===== config.mk =====
export PLATFORM = sky130hd
export DESIGN_NAME = nor_mis_stim_gen
export DESIGN_NICKNAME = d
export VERILOG_FILES = /design/src/rtl/nor_mis_stim_gen.sv
export SDC_FILE = /design/constraint.sdc
export NUM_CORES = 1
export LEC_CHECK = 0
export ABC_AREA = 0
export ABC_CLOCK_PERIOD_IN_PS = 4500
export BUFFER_PORTS_ARGS = -buffer_cell sky130_fd_sc_hd__clkbuf_2
export CELL_PAD_IN_SITES_DETAIL_PLACEMENT = 2
export CELL_PAD_IN_SITES_GLOBAL_PLACEMENT = 2
export CORE_MARGIN = 1
export CORE_UTILIZATION = 37
export DETAILED_ROUTE_END_ITERATION = 16
export GPL_TIMING_DRIVEN = 1
export PLACE_DENSITY = 0.93
export SYNTH_ARGS = -nofsm -noshare
export SYNTH_HDL_FRONTEND = slang
export SYNTH_SLANG_ARGS = --single-unit

===== constraint.sdc =====
create_clock -name clk -period 4.5 [get_ports clk]
set_input_delay 0.9 -clock clk [delete_from_list [all_inputs] [get_ports clk]]
set_output_delay 0.9 -clock clk [all_outputs]
set_load 0.005 [all_outputs]

===== src/rtl/nor_mis_stim_gen.sv =====
// nor_mis_stim_gen: drives the two NOR MIS inputs with pairs of same-direction edges at a signed cycle skew.
// Ports: clk, rst_n (async, active low); start/abort control; cfg_skew (signed, >0 A1 leads),
//   cfg_hold (settle cycles, 0 acts as 1), cfg_count (pairs, 0 = no-op), cfg_init (starting level);
//   out_a1/out_a2 stimulus, trig (pulse on each leading edge), busy, done (pulse), pair_idx (pairs completed).
// Optional NOR_MIS_SKEW_SWEEP_EN adds cfg_step (signed, added to the skew after each pair with saturation)
//   and cur_skew (skew used by the current pair).
module nor_mis_stim_gen #(
    parameter int SKEW_W = 8,
    parameter int HOLD_W = 16,
    parameter int CNT_W  = 16
) (
    input  logic                     clk,
    input  logic                     rst_n,
    input  logic                     start,
    input  logic                     abort,
    input  logic signed [SKEW_W-1:0] cfg_skew,
    input  logic [HOLD_W-1:0]        cfg_hold,
    input  logic [CNT_W-1:0]         cfg_count,
    input  logic                     cfg_init,
`ifdef NOR_MIS_SKEW_SWEEP_EN
    input  logic signed [SKEW_W-1:0] cfg_step,
    output logic [SKEW_W-1:0]        cur_skew,
`endif
    output logic                     out_a1,
    output logic                     out_a2,
    output logic                     trig,
    output logic                     busy,
    output logic                     done,
    output logic [CNT_W-1:0]         pair_idx
);
    localparam logic [2:0] IDLE = 3'd0, PRE = 3'd1, LEAD = 3'd2, LAG = 3'd3, HOLD = 3'd4, DONE = 3'd5;
    localparam int CW = (HOLD_W > SKEW_W + 1) ? HOLD_W : SKEW_W + 1;
    logic [2:0]        state;
    logic [SKEW_W-1:0] skew, next_skew;
    logic [HOLD_W-1:0] hold, hold_in;
    logic [CNT_W-1:0]  count;
    logic [CW-1:0]     cnt;
    logic [SKEW_W:0]   skew_x, mag;
    logic              neg, pos, zero, cnt_end;
    // |skew| is formed one bit wider so the most negative skew keeps its full magnitude
    always_comb begin
        skew_x  = {skew[SKEW_W-1], skew};
        neg     = skew[SKEW_W-1];
        zero    = skew == '0;
        pos     = !neg && !zero;
        mag     = neg ? ~skew_x + (SKEW_W+1)'(1) : skew_x;
        hold_in = (cfg_hold == '0) ? HOLD_W'(1) : cfg_hold;
        cnt_end = cnt == CW'(1);
    end
`ifdef NOR_MIS_SKEW_SWEEP_EN
    logic [SKEW_W-1:0] step;
    logic [SKEW_W:0]   sum;
    always_comb begin
        sum       = skew_x + {step[SKEW_W-1], step};
        next_skew = (sum[SKEW_W] == sum[SKEW_W-1]) ? sum[SKEW_W-1:0] : {sum[SKEW_W], {(SKEW_W-1){~sum[SKEW_W]}}};
    end
    always_ff @(posedge clk or negedge rst_n) begin
        if (!rst_n) step <= '0;
        else if (state == IDLE && start) step <= cfg_step;
    end
    assign cur_skew = skew;
`else
    assign next_skew = skew;
`endif
    // Edges are applied on entry to a state: LEAD entry carries the leading edge, HOLD entry the lagging one.
    // With zero skew both edges land together and the pair goes straight to HOLD.
    always_ff @(posedge clk or negedge rst_n) begin
        if (!rst_n) begin
            state    <= IDLE;
            cnt      <= '0;
            skew     <= '0;
            hold     <= '0;
            count    <= '0;
            out_a1   <= 1'b0;
            out_a2   <= 1'b0;
            trig     <= 1'b0;
            busy     <= 1'b0;
            done     <= 1'b0;
            pair_idx <= '0;
        end else begin
            trig <= 1'b0;
            done <= 1'b0;
            if (busy && abort) begin
                state <= IDLE;
                busy  <= 1'b0;
                // a pending lagging edge still lands so both outputs are left equal
                if (state == LEAD || state == LAG) begin
                    out_a1 <= out_a1 ^ neg;
                    out_a2 <= out_a2 ^ pos;
                end
            end else begin
                case (state)
                    IDLE: if (start) begin
                        out_a1   <= cfg_init;
                        out_a2   <= cfg_init;
                        busy     <= 1'b1;
                        pair_idx <= '0;
                        skew     <= cfg_skew;
                        hold     <= hold_in;
                        count    <= cfg_count;
                        cnt      <= CW'(hold_in);
                        state    <= (cfg_count == '0) ? DONE : PRE;
                    end
                    PRE, HOLD: begin
                        if (!cnt_end) cnt <= cnt - CW'(1);
                        else if (state == HOLD && pair_idx == count) begin
                            state <= DONE;
                            busy  <= 1'b0;
                            done  <= 1'b1;
                        end else begin
                            trig   <= 1'b1;
                            out_a1 <= out_a1 ^ ~neg;
                            out_a2 <= out_a2 ^ ~pos;
                            if (zero) begin
                                pair_idx <= pair_idx + CNT_W'(1);
                                skew     <= next_skew;
                                cnt      <= CW'(hold);
                                state    <= HOLD;
                            end else begin
                                cnt   <= CW'(mag);
                                state <= LEAD;
                            end
                        end
                    end
                    LEAD, LAG: begin
                        if (!cnt_end) begin
                            cnt   <= cnt - CW'(1);
                            state <= LAG;
                        end else begin
                            out_a1   <= out_a1 ^ neg;
                            out_a2   <= out_a2 ^ pos;
                            pair_idx <= pair_idx + CNT_W'(1);
                            skew     <= next_skew;
                            cnt      <= CW'(hold);
                            state    <= HOLD;
                        end
                    end
                    // an empty run reaches DONE still busy and spends one extra cycle to show busy then done
                    DONE: begin
                        if (busy) begin
                            busy <= 1'b0;
                            done <= 1'b1;
                        end else state <= IDLE;
                    end
                    default: state <= IDLE;
                endcase
            end
        end
    end
endmodule


# [Yosys cells after proc, flatten, opt, wreduce, memory -nomap -nowiden]
# Cells that the tools add are included.
# W data, S select, Z words.
[word_totals] ff_bits=80 output_inout_bits=21 elab_cells=113 input_bits=45
[classes] n_bitwise=8 reduce_logical=21 mux=50 add_sub_neg=3 n_eq_ne=20
[ops] op="$mux W16" count=11
[ops] op="$pmux W16 S3" count=2
[ops] op="$logic_not A16 Y1" count=2
[ops] op="$mux W3" count=8
[ops] op="$mux W1" count=23
[ops] op="$ne A3 B3 Y1 const B" count=7
[ops] op="$add A16 B1 Y16 const B" count=1
[ops] op="$eq A16 B1 Y1 const B" count=1
[ops] op="$eq A16 B16 Y1" count=1
[ops] op="$sub A16 B1 Y16 const B" count=1
[ops] op="$pmux W3 S4" count=1
[ops] op="$ne A2 B2 Y1 const B" count=5
[ops] op="$add A9 B1 Y9 const B" count=1
[ops] op="$mux W9" count=1
[ops] op="$not A9 Y9" count=1
[ops] op="$pmux W1 S3" count=3
[ops] op="$logic_not A8 Y1" count=1
[ops] op="$reduce_and A4 Y1" count=2
[ops] op="$reduce_bool A4 Y1" count=2
[ops] op="$reduce_and A7 Y1" count=1
[ops] op="$eq A3 B2 Y1 const B" count=2
[ops] op="$eq A3 B3 Y1 const B" count=2
[ops] op="$reduce_and A3 Y1" count=2
[ops] op="$reduce_and A6 Y1" count=1
[ops] op="11 further kinds" count=20

# [Logic depth before layout (Yosys ltp)]
# Gate-level depths: netlist (run 1).
[logic_depth] ltp_word=9 depth_mapped=9 mapped_depth_nobuf=8

# [Least setup slack after synthesis (run 1)]
# No wires, ideal clock.
[synth_timing] path_kind="register to register" from="register skew[1] (netlist: next_skew[1])" to="register pair_idx[15]" arrival_time_ns=2.447 path_buffers=1 required_time_ns=4.422 period_less_slack_ns=2.525 slack_ns=1.975 stages_incl_launch_ff=10 path_cell_list="dfrtp_1 inv_1 ha_1 or4b_4 or4_4 nand2_4 nand2b_4 buf_6 or4_1 a21oi_1"
[synth_between] elab_chain_cells=3
[synth_lines] item="from (decl)" line="34" rtl="logic [SKEW_W-1:0] skew, next_skew;"
[synth_lines] item="from (signal assigned)" line="98" rtl="skew <= cfg_skew;"
[synth_lines] item="from (signal assigned)" line="116" rtl="skew <= next_skew;"
[synth_lines] item="from (signal assigned)" line="133" rtl="skew <= next_skew;"
[synth_lines] item="$logic_not A8 Y1" line="44" rtl="zero = skew == '0;"
[synth_lines] item="$ne A2 B2 Y1 (no source line)"
[synth_lines] item="$reduce_and A7 Y1 (no source line)"
[synth_lines] item="to (signal assigned)" line="115" rtl="pair_idx <= pair_idx + CNT_W'(1);"
[synth_lines] item="to (signal assigned)" line="132" rtl="pair_idx <= pair_idx + CNT_W'(1);"
[synth_lines] item="to (decl)" line="29" rtl="output logic [CNT_W-1:0] pair_idx"
# Every way passes these cells.
# A chain may end at the register's enable or synchronous reset.

# [Worst setup path in the final report (run 1)]
[layout_timing] from="register skew[1] (netlist: next_skew[1])" to="register cnt[7]"
[layout_between] elab_chain_cells=7 elab_cells_between_ends=8 classes_between="add/sub: 1; mux: 5; bitwise: 1; reduce/logical: 1"
[layout_lines] item="$not A9 Y9" line="46" rtl="mag = neg ? ~skew_x + (SKEW_W+1)'(1) : skew_x;"
[layout_lines] item="$add A9 B1 Y9" line="46"
[layout_lines] item="$mux W9" line="46"
[layout_lines] item="$mux W16 (*)" line="114" rtl="if (zero) begin"
[layout_lines] item="$mux W16 (*)" line="106" rtl="else if (state == HOLD && pair_idx == count) begin"
[layout_lines] item="$mux W16 (*)" line="105" rtl="if (!cnt_end) cnt <= cnt - CW'(1);"
[layout_lines] item="$pmux W16 S3 (*)" line="92" rtl="case (state)"
[layout_lines] item="to (signal assigned)" line="105"
[layout_lines] item="to (signal assigned)" line="117" rtl="cnt <= CW'(hold);"
[layout_lines] item="to (signal assigned)" line="120" rtl="cnt <= CW'(mag);"
[layout_lines] item="to (decl)" line="37" rtl="logic [CW-1:0] cnt;"
# Every way passes the cells marked *; elsewhere a longest branch is shown, timed or not. The select of a mux whose other input is x is not followed.

==> report_table.html, run 1 <==
<table>
<tr><th>Metric</th><th>Value</th></tr>
<tr><th colspan="2">Critical path</th></tr>
<tr><td>Startpoint type of the worst setup path</td><td>flop</td></tr>
<tr><td>Flop-to-flop setup slack</td><td>1.43 ns</td></tr>
<tr><td>Origin of the worst setup path</td><td>next_skew[1]$_DFFE_PN0P_</td></tr>
<tr><td>Critical Path Slowest Stage Cell</td><td>sky130_fd_sc_hd__o21ai_2</td></tr>
<tr><td>Max Fanout on Critical Path</td><td>14</td></tr>
<tr><td>End point of the critical path</td><td>cnt[7]$_DFFE_PN0P_</td></tr>
<tr><td>Crit path cell chain</td><td>inv_1 &gt; ha_1 &gt; or4b_4 &gt; or4_4 &gt; o21ai_2 &gt; a22o_1 &gt; a221oi_1 &gt; o21ai_0</td></tr>
<tr><td>Data arrival at the endpoint of the critical path</td><td>3.33 ns</td></tr>
<tr><td>Stage delay of the slowest cell on the critical path</td><td>~0.63 ns</td></tr>
<tr><td>Kind of critical path</td><td>reg -&gt; reg</td></tr>
<tr><td>Worst r2r src</td><td>next_skew[1]$_DFFE_PN0P_</td></tr>
<tr><td>R2r worst-path depth</td><td>8</td></tr>
<tr><td>Kind of end point of the critical path</td><td>flop</td></tr>
<tr><td>Data required time of the critical path</td><td>4.76 ns</td></tr>
<tr><td>Worst reg2reg endpoint</td><td>cnt[7]$_DFFE_PN0P_</td></tr>
<tr><th colspan="2">STA</th></tr>
<tr><td>Final cycle utilization of the critical path</td><td>68.29%</td></tr>
<tr><td>Final setup TNS</td><td>0 ns</td></tr>
<tr><td>Final setup violating endpoints</td><td>0</td></tr>
<tr><td>Fin crit period</td><td>between 3 and 4 ns</td></tr>
<tr><td>Relative max-transition margin</td><td>22.39%</td></tr>
<tr><td>Number of hold-slack violations in the final timing report</td><td>0</td></tr>
<tr><td>Max Freq</td><td>325.4 MHz</td></tr>
<tr><td>Setup clock skew after layout</td><td>0.007527 ns</td></tr>
<tr><td>Slew at the pin closest to its max-slew limit</td><td>1.164 ns</td></tr>
<tr><td>Worst hold slack</td><td>0.4939 ns</td></tr>
<tr><td>RSZ-0062 raised after global routing</td><td>no</td></tr>
<tr><td>Final-report max-slew violation count</td><td>0</td></tr>
<tr><td>Slack of the critical path</td><td>between 1 and 1.5 ns</td></tr>
<tr><th colspan="2">Clock tree</th></tr>
<tr><td>CTS-repair resized insts</td><td>0</td></tr>
<tr><td>Root buf cell</td><td>sky130_fd_sc_hd__clkbuf_16</td></tr>
<tr><td>Hold buffer count at cts</td><td>0</td></tr>
<tr><td>Bufs on Longest Clock Path</td><td>2</td></tr>
<tr><td>Worst-path clk slew</td><td>about 0.060 ns</td></tr>
<tr><td>Clock sink count</td><td>80</td></tr>
<tr><td>TritonCTS Buffers</td><td>9</td></tr>
<tr><td>Clock insertion delay at the later pin of the skew report</td><td>0.36 ns</td></tr>
<tr><td>Clock tree from TritonCTS</td><td>done</td></tr>
<tr><td>H-tree depth reported by CTS</td><td>3</td></tr>
<tr><td>Post-CTS Setup Inserts</td><td>0</td></tr>
<tr><th colspan="2">Placed design</th></tr>
<tr><td>Final Wtd Congestion</td><td>0.8209</td></tr>
<tr><td>Number of I/O port buffers</td><td>65</td></tr>
<tr><td>Inst Count DP</td><td>759</td></tr>
<tr><td>Sum of net half-perimeters after detailed placement</td><td>approximately 12000 um</td></tr>
<tr><td>Worst setup timing slack at the placement stage</td><td>1.593 ns</td></tr>
<tr><th colspan="2">Floorplanning</th></tr>
<tr><td>Area of the placeable core</td><td>12110 sq um</td></tr>
<tr><td>Width of the chip</td><td>roughly 110 um</td></tr>
<tr><td>Height of the die</td><td>113.8 um</td></tr>
<tr><td>Number of ports placed on the die boundary</td><td>66</td></tr>
<tr><td>Initial Util</td><td>38.15%</td></tr>
<tr><td>Row count</td><td>40</td></tr>
<tr><td>Area enclosed by the die boundary</td><td>~13000 sq um</td></tr>
<tr><th colspan="2">Global routing</th></tr>
<tr><td>Vias in the first global route</td><td>5107</td></tr>
<tr><td>Total overflow reported by the global router</td><td>0</td></tr>
<tr><td>Pin count of the biggest net entering global routing</td><td>59</td></tr>
<tr><td>Antenna violations before repair</td><td>0</td></tr>
<tr><td>Overall Global Routing Usage</td><td>~30%</td></tr>
<tr><td>Global-route wire length before repair</td><td>29260 um</td></tr>
<tr><th colspan="2">Drt</th></tr>
<tr><td>Via density per instance</td><td>about 6</td></tr>
<tr><td>First drt pass iteration count</td><td>5</td></tr>
<tr><td>Routed Antenna Nets</td><td>0</td></tr>
<tr><td>Detailed-route wire length per cell</td><td>23.96 um</td></tr>
<tr><td>Final routed wirelength across all metal layers</td><td>18570 um</td></tr>
<tr><td>Number of DRC violations after detailed routing</td><td>0</td></tr>
<tr><td>Total via count after detailed routing</td><td>4631</td></tr>
<tr><td>Starting DRT DRC Count</td><td>252</td></tr>
<tr><th colspan="2">Logic synthesis</th></tr>
<tr><td>Count of flip-flops with a built-in enable after synthesis</td><td>0</td></tr>
<tr><td>Top cells by count, synth</td><td>135 x sky130_fd_sc_hd__nand2_1, 80 x sky130_fd_sc_hd__dfrtp_1, 37 x sky130_fd_sc_hd__o21ai_0, 35 x sky130_fd_sc_hd__a21oi_1, 25 x sky130_fd_sc_hd__nor2_1</td></tr>
<tr><td>Most frequently used cell type in the post-synthesis netlist</td><td>sky130_fd_sc_hd__nand2_1</td></tr>
<tr><td>Synthesized net count</td><td>about 600</td></tr>
<tr><td>Yosys reg bits</td><td>80</td></tr>
<tr><td>Share of synthesized flip-flops with an asynchronous set or reset</td><td>100.0%</td></tr>
<tr><td>Synth warnings</td><td>0</td></tr>
<tr><td>Distinct cells, synth</td><td>between 60 and 70</td></tr>
<tr><td>Dominant cell type by area after synthesis</td><td>sky130_fd_sc_hd__dfrtp_1</td></tr>
<tr><td>Cells taking the most area after synthesis</td><td>sky130_fd_sc_hd__dfrtp_1 43%, sky130_fd_sc_hd__nand2_1 11%, sky130_fd_sc_hd__o21ai_0 4.0%</td></tr>
<tr><td>Syn_area_per_cell</td><td>8.417 sq um</td></tr>
<tr><td>Yosys top cell area share</td><td>43.33%</td></tr>
<tr><td>Cell area after synthesis</td><td>around 4600 sq um</td></tr>
<tr><td>Number of instances in the synthesized netlist</td><td>549</td></tr>
<tr><td>Top_reg_cell synth</td><td>sky130_fd_sc_hd__dfrtp_1</td></tr>
<tr><td>Fraction of the yosys area taken by sequential cells</td><td>43.33%</td></tr>
<tr><th colspan="2">Layout</th></tr>
<tr><td>Area added between synthesis and finish</td><td>16.38%</td></tr>
<tr><td>Layout cells sized above 1</td><td>16.64%</td></tr>
<tr><td>Net count reported at finish</td><td>651</td></tr>
<tr><td>Final antenna diode count</td><td>0</td></tr>
<tr><td>Fill cell count</td><td>between 1000 and 1500</td></tr>
<tr><td>Number of standard cells in the final layout excluding fillers</td><td>775</td></tr>
<tr><th colspan="2">Run status</th></tr>
<tr><td>Status</td><td>finished clean</td></tr>
<tr><th colspan="2">Hold path</th></tr>
<tr><td>Class of the tightest hold or removal check</td><td>reg -&gt; reg</td></tr>
<tr><th colspan="2">Power and ir drop</th></tr>
<tr><td>Leakage</td><td>2.451 nW</td></tr>
<tr><td>Pwr dens</td><td>about 710 nW/um^2</td></tr>
<tr><td>Max VDD drop</td><td>about 0.23 mV</td></tr>
<tr><td>Power Total</td><td>3.799 mW</td></tr>
<tr><th colspan="2">Job</th></tr>
<tr><td>Maximum Capacitance Violations</td><td>0</td></tr>
</table>
## flip-flops by register name, summed over array words and instances, names as in the netlist
| signal | flops |
|---|---|
| cnt | 16 |
| count | 16 |
| hold | 16 |
| pair_idx | 16 |
| next_skew | 8 |
| state | 3 |
| busy | 1 |
| done | 1 |
| out_a1 | 1 |
| out_a2 | 1 |
| trig | 1 |
## per-stage QoR
stage          instance area, sq um  utilization [%]
3_3_place_gp                   5081            41.95
4_1_cts                        5378            44.40
2_1_floorplan                  4621                -
5_1_grt                        5378            44.40
3_5_place_dp                   5081            41.95
6_report                       5378            44.40
## cell usage in the layout, fill, tap and decap left out, types with 8 or more instances in the layout
master,instances
sky130_fd_sc_hd__o31ai_1,9
sky130_fd_sc_hd__dfrtp_1,80
sky130_fd_sc_hd__clkbuf_2,64
sky130_fd_sc_hd__xor2_1,18
sky130_fd_sc_hd__clkbuf_16,9
sky130_fd_sc_hd__inv_1,13
sky130_fd_sc_hd__a21oi_1,35
sky130_fd_sc_hd__nand3_1,13
sky130_fd_sc_hd__or3_1,8
sky130_fd_sc_hd__nand2b_1,10
sky130_fd_sc_hd__nor2_1,25
sky130_fd_sc_hd__o21ai_0,37
sky130_fd_sc_hd__xnor2_1,11
sky130_fd_sc_hd__nor4_1,16
sky130_fd_sc_hd__nor3_1,8
sky130_fd_sc_hd__nand2_1,135
sky130_fd_sc_hd__or4_1,9
## area by class of cell
| type | instances | area [sq um] | area share [%] |
|---|---|---|---|
| clock inverter | 7 | 71.32 | 1.326 |
| clock buffer | 9 | 225.2 | 4.188 |
| timing repair buffer | 70 | 365.4 | 6.794 |
| inverter | 13 | 48.80 | 0.9074 |
| multi-input combinational | 428 | 2455 | 45.65 |
| sequential | 80 | 2002 | 37.23 |
| tap | 168 | 210.2 | 3.909 |
## routing by layer
metal,up-vias,part of all wire (%),GRT usage (%)
met5,-,0,0
met4,0,3.7,17.46
met3,57,4.6,5.154
met2,162,48,48.94
met1,2350,43,38.25
li1,2062,-,-
## worst min-delay path by stage
| stage | from | to | slack, ns | cells after the start |
|---|---|---|---|---|
| after detailed placement | hold[1]$_DFFE_PN0P_ | hold[1]$_DFFE_PN0P_ | 0.47 | 2 |
| after global routing | hold[8]$_DFFE_PN0P_ | hold[8]$_DFFE_PN0P_ | 0.53 | 2 |
| after CTS | hold[12]$_DFFE_PN0P_ | hold[12]$_DFFE_PN0P_ | 0.50 | 2 |
| after floorplan | hold[8]$_DFFE_PN0P_ | hold[8]$_DFFE_PN0P_ | 0.44 | 2 |
| final | hold[12]$_DFFE_PN0P_ | hold[12]$_DFFE_PN0P_ | 0.49 | 2 |
| after global placement | hold[8]$_DFFE_PN0P_ | hold[8]$_DFFE_PN0P_ | 0.46 | 2 |
## power by group
| part | switching (mW) | internal [mW] | total, mW |
|---|---|---|---|
| Clock | 0.333 | 0.430 | 0.763 |
| Sequential | 0.363 | 1.00 | 1.36 |
| Combinational | 1.09 | 0.584 | 1.67 |
| Total | 1.78 | 2.01 | 3.80 |
## worst max-delay path: cells and delay by family (launching register included)
kind,cells,cell delay (ns)
flip-flops,1,0.42
buffers and inverters,1,0.10
AO/OA/AOI/OAI,4,1.26
AND/OR/NAND/NOR,2,1.01
adder cells (fa/ha/maj),1,0.19
## logic make-up after synthesis
group	synth area share [%]
buffers and inverters	3.574
muxes	1.164
DFF	43.33
AOI/OAI and AO/OA	18.06
adders and majority gates	1.083
and+or+nand+nor	27.29
xor gates and xnor gates	5.497
Power figures use the tool's default switching activity.
==> run 2: changes to the inputs <==
ABC_CLOCK_PERIOD_IN_PS = 2700   (was 4500)
CORE_UTILIZATION = 31   (was 37)
PLACE_DENSITY = 0.84   (was 0.93)
clock period = 2.7 ns   (was 4.5 ns; I/O delays follow)
==> run 2 against run 1 <==
Net effect:
- maximum frequency grew 14%
- combinational power is 86% higher
- utilization shrank 5.0 points
- routed wire length is 0.90% higher
- register-to-register slack lost 1.4 ns
- via count increased by 3.2%
- non-clock buffer count is 32 higher
- design area up 6.5%
- worst setup slack got worse by 1.4 ns
- worst hold slack got worse by 0.31 ns
- cell count is 6.3% higher
- clock power is 86% higher
- critical path type unchanged
- largest power group unchanged
- highest routed layer unchanged
==> report_table.html, run 2 (synthesized netlist as in run 1, its figures left out) <==
<table>
<tr><th>Metric</th><th>Value</th></tr>
<tr><th colspan="2">Critical path</th></tr>
<tr><td>Startpoint type of the worst setup path</td><td>flop</td></tr>
<tr><td>Critical Path Slowest Stage Cell</td><td>sky130_fd_sc_hd__or4_4</td></tr>
<tr><td>Kind of critical path</td><td>reg -&gt; reg</td></tr>
<tr><td>Stage delay of the slowest cell on the critical path</td><td>0.51 ns (-0.12 ns)</td></tr>
<tr><td>CP bufs+invs</td><td>1 (unchanged)</td></tr>
<tr><td>Kind of end point of the critical path</td><td>flop</td></tr>
<tr><td>Cell type group with the largest total delay on the critical path</td><td>simple AND/OR/NAND/NOR gates</td></tr>
<tr><td>Crit path cell chain</td><td>inv_1 &gt; ha_2 &gt; or4b_4 &gt; or4_4 &gt; and2_4 &gt; nand4bb_1 &gt; or3_1 &gt; a21oi_1</td></tr>
<tr><td>Data required time of the critical path</td><td>2.97 ns (-1.79 ns)</td></tr>
<tr><td>Data arrival at the endpoint of the critical path</td><td>2.96 ns (-0.37 ns)</td></tr>
<tr><td>Max Fanout on Critical Path</td><td>5 (-9)</td></tr>
<tr><th colspan="2">Layout</th></tr>
<tr><td>Top library cells by usage in the layout, fill and taps aside</td><td>135 x sky130_fd_sc_hd__nand2_1, 79 x sky130_fd_sc_hd__dfrtp_1, 64 x sky130_fd_sc_hd__clkbuf_2</td></tr>
<tr><td>Area added between synthesis and finish</td><td>23.91%</td></tr>
<tr><td>Final antenna diode count</td><td>0 (unchanged)</td></tr>
<tr><td>Fill cell count</td><td>1660 (+23%)</td></tr>
<tr><td>Net count reported at finish</td><td>684 (+5.1%)</td></tr>
<tr><td>Layout cells sized above 1</td><td>21.41% (+4.8 points)</td></tr>
<tr><td>Commonest non-fill, non-tap cell in the layout</td><td>sky130_fd_sc_hd__nand2_1</td></tr>
<tr><td>Number of standard cells in the final layout excluding fillers</td><td>824 (+6.3%)</td></tr>
<tr><td>Post-route cell area</td><td>5725 sq um (+6.5%)</td></tr>
<tr><th colspan="2">Placed design</th></tr>
<tr><td>Number of I/O port buffers</td><td>65 (unchanged)</td></tr>
<tr><td>Final Wtd Congestion</td><td>0.8202 (about the same)</td></tr>
<tr><td>Worst setup timing slack at the placement stage</td><td>-0.03324 ns (-1.626 ns)</td></tr>
<tr><td>Post-Place Cell Area</td><td>5314 sq um (+4.6%)</td></tr>
<tr><td>Inst Count DP</td><td>800 (+5.4%)</td></tr>
<tr><td>Sum of net half-perimeters after detailed placement</td><td>12350 um (+4.5%)</td></tr>
<tr><th colspan="2">STA</th></tr>
<tr><td>Setup clock skew after layout</td><td>0.009463 ns (+0.001936 ns)</td></tr>
<tr><td>Final setup TNS</td><td>0 ns (unchanged)</td></tr>
<tr><td>Number of hold-slack violations in the final timing report</td><td>0 (unchanged)</td></tr>
<tr><td>Final setup violating endpoints</td><td>0 (unchanged)</td></tr>
<tr><td>Final-report max-slew violation count</td><td>0 (unchanged)</td></tr>
<tr><td>Final cycle utilization of the critical path</td><td>99.71% (+31 points)</td></tr>
<tr><td>Relative max-transition margin</td><td>60.55% (+38 points)</td></tr>
<tr><td>Slew at the pin closest to its max-slew limit</td><td>0.5864 ns (-0.5778 ns)</td></tr>
<tr><td>Slack of the critical path</td><td>0.007776 ns (-1.419 ns)</td></tr>
<tr><td>Fin crit period</td><td>2.692 ns (-0.3810 ns)</td></tr>
<tr><td>RSZ-0062 raised after global routing</td><td>yes</td></tr>
<tr><td>Max Freq</td><td>371.4 MHz (+14%)</td></tr>
<tr><th colspan="2">Floorplanning</th></tr>
<tr><td>Height of the die</td><td>124.1 um (+9.1%)</td></tr>
<tr><td>Area of the placeable core</td><td>14530 sq um (+20%)</td></tr>
<tr><td>Width of the chip</td><td>124.1 um (+9.1%)</td></tr>
<tr><td>Area enclosed by the die boundary</td><td>15400 sq um (+19%)</td></tr>
<tr><td>Initial Util</td><td>31.79% (-6.4 points)</td></tr>
<tr><td>Row count</td><td>44 (+10%)</td></tr>
<tr><td>Number of ports placed on the die boundary</td><td>66 (unchanged)</td></tr>
<tr><th colspan="2">Power and ir drop</th></tr>
<tr><td>Pwr dens</td><td>1171 nW/um^2 (+66%)</td></tr>
<tr><td>Leakage</td><td>2.642 nW (+7.8%)</td></tr>
<tr><td>Power Total</td><td>6.705 mW (+76%)</td></tr>
<tr><td>Max VDD drop</td><td>0.3958 mV (+69%)</td></tr>
<tr><th colspan="2">Global routing</th></tr>
<tr><td>Global-route wire length before repair</td><td>28760 um (-1.7%)</td></tr>
<tr><td>Overall Global Routing Usage</td><td>25.04% (-5.2 points)</td></tr>
<tr><td>Antenna violations before repair</td><td>0 (unchanged)</td></tr>
<tr><td>Vias in the first global route</td><td>5128 (+0.41%)</td></tr>
<tr><td>Pin count of the biggest net entering global routing</td><td>42 (-29%)</td></tr>
<tr><td>Total overflow reported by the global router</td><td>0 (unchanged)</td></tr>
<tr><th colspan="2">Drt</th></tr>
<tr><td>Detailed-route wire length per cell</td><td>22.74 um (-5.1%)</td></tr>
<tr><td>Final routed wirelength across all metal layers</td><td>18740 um (+0.90%)</td></tr>
<tr><td>Via density per instance</td><td>5.802 (-2.9%)</td></tr>
<tr><td>Routed Antenna Nets</td><td>0 (unchanged)</td></tr>
<tr><td>First drt pass iteration count</td><td>5 (unchanged)</td></tr>
<tr><td>Starting DRT DRC Count</td><td>292 (+16%)</td></tr>
<tr><td>Number of DRC violations after detailed routing</td><td>0 (unchanged)</td></tr>
<tr><td>Total via count after detailed routing</td><td>4781 (+3.2%)</td></tr>
<tr><th colspan="2">Clock tree</th></tr>
<tr><td>TritonCTS Buffers</td><td>9 (unchanged)</td></tr>
<tr><td>Clock tree from TritonCTS</td><td>done</td></tr>
<tr><td>Root buf cell</td><td>sky130_fd_sc_hd__clkbuf_16</td></tr>
<tr><td>Clock sink count</td><td>80 (unchanged)</td></tr>
<tr><td>H-tree depth reported by CTS</td><td>3 (unchanged)</td></tr>
<tr><td>Bufs on Longest Clock Path</td><td>2 (unchanged)</td></tr>
<tr><td>Hold buffer count at cts</td><td>0 (unchanged)</td></tr>
<tr><td>Clock insertion delay at the later pin of the skew report</td><td>0.36 ns (about the same)</td></tr>
<tr><td>Worst-path clk slew</td><td>0.07 ns (about the same)</td></tr>
<tr><th colspan="2">Hold path</th></tr>
<tr><td>Class of the tightest hold or removal check</td><td>in -&gt; async</td></tr>
<tr><th colspan="2">Job</th></tr>
<tr><td>Maximum Capacitance Violations</td><td>0 (unchanged)</td></tr>
<tr><th colspan="2">Run status</th></tr>
<tr><td>Status</td><td>finished clean</td></tr>
</table>
==> run 2: path summary, 6_finish.rpt <==
kind	startpoint	to	slack [ns]	cells after the start
worst min register to register	hold[10]$_DFFE_PN0P_	hold[10]$_DFFE_PN0P_	0.49	2
worst min-delay path	rst_n	hold[12]$_DFFE_PN0P_	0.18	1
worst max register to register	next_skew[1]$_DFFE_PN0P_	pair_idx[12]$_DFFE_PN0P_	0.008	8
max in group asynchronous	rst_n	next_skew[0]$_DFFE_PN0P_	1.86	2
worst max-delay path	next_skew[1]$_DFFE_PN0P_	pair_idx[12]$_DFFE_PN0P_	0.008	8
min in group clk	cfg_skew[3]	next_skew[3]$_DFFE_PN0P_	0.38	3
==> run 2: power breakdown <==
| part | total (mW) | internal [mW] | switching (mW) |
|---|---|---|---|
| Clock | 1.42 | 0.864 | 0.556 |
| Sequential | 2.18 | 1.67 | 0.514 |
| Combinational | 3.10 | 1.21 | 1.89 |
==> run 2: timing repair <==
item,in CTS,in global routing
pin swaps,0,3
setup endpoints to repair,3,20
buffers inserted,0,7
gates resized for setup,2,4
cloned,0,1
==> run 2: worst reg2reg max path, stage by stage (launching register included) <==
cell	delay (ns)
sky130_fd_sc_hd__dfrtp_1	0.41
sky130_fd_sc_hd__inv_1	0.09
sky130_fd_sc_hd__ha_2	0.19
sky130_fd_sc_hd__or4b_4	0.48
sky130_fd_sc_hd__or4_4	0.51
sky130_fd_sc_hd__and2_4	0.18
sky130_fd_sc_hd__nand4bb_1	0.20
sky130_fd_sc_hd__or3_1	0.34
sky130_fd_sc_hd__a21oi_1	0.19
==> run 2: layer usage <==
| layer | track usage, % | share of wire, % |
|---|---|---|
| met1 | 31.74 | 43 |
| met2 | 41.95 | 50 |
| met4 | 10.42 | 3.1 |
| met3 | 4.212 | 4.1 |
| met5 | 0 | 0 |
==> run 2: stage by stage <==
| stage | hold WS, ns | utilization (%) |
|---|---|---|
| after detailed placement | 0.4752 | 36.56 |
| after global placement | 0.4513 | 36.56 |
| final | 0.1849 | 39.39 |
| after floorplan | 0.2444 | - |
| after CTS | 0.2012 | 38.93 |
| after global routing | 0.2258 | 39.39 |
==> run 2: final cells by class <==
type / instances / area (sq um) / area share (%)
clock buffer: 12 / 256.5 / 4.480
clock inverter: 4 / 76.32 / 1.333
inverter: 13 / 48.80 / 0.8523
multi-input combinational: 429 / 2480 / 43.31
sequential: 80 / 2003 / 34.99
tap: 184 / 230.2 / 4.021
timing repair buffer: 102 / 630.6 / 11.01
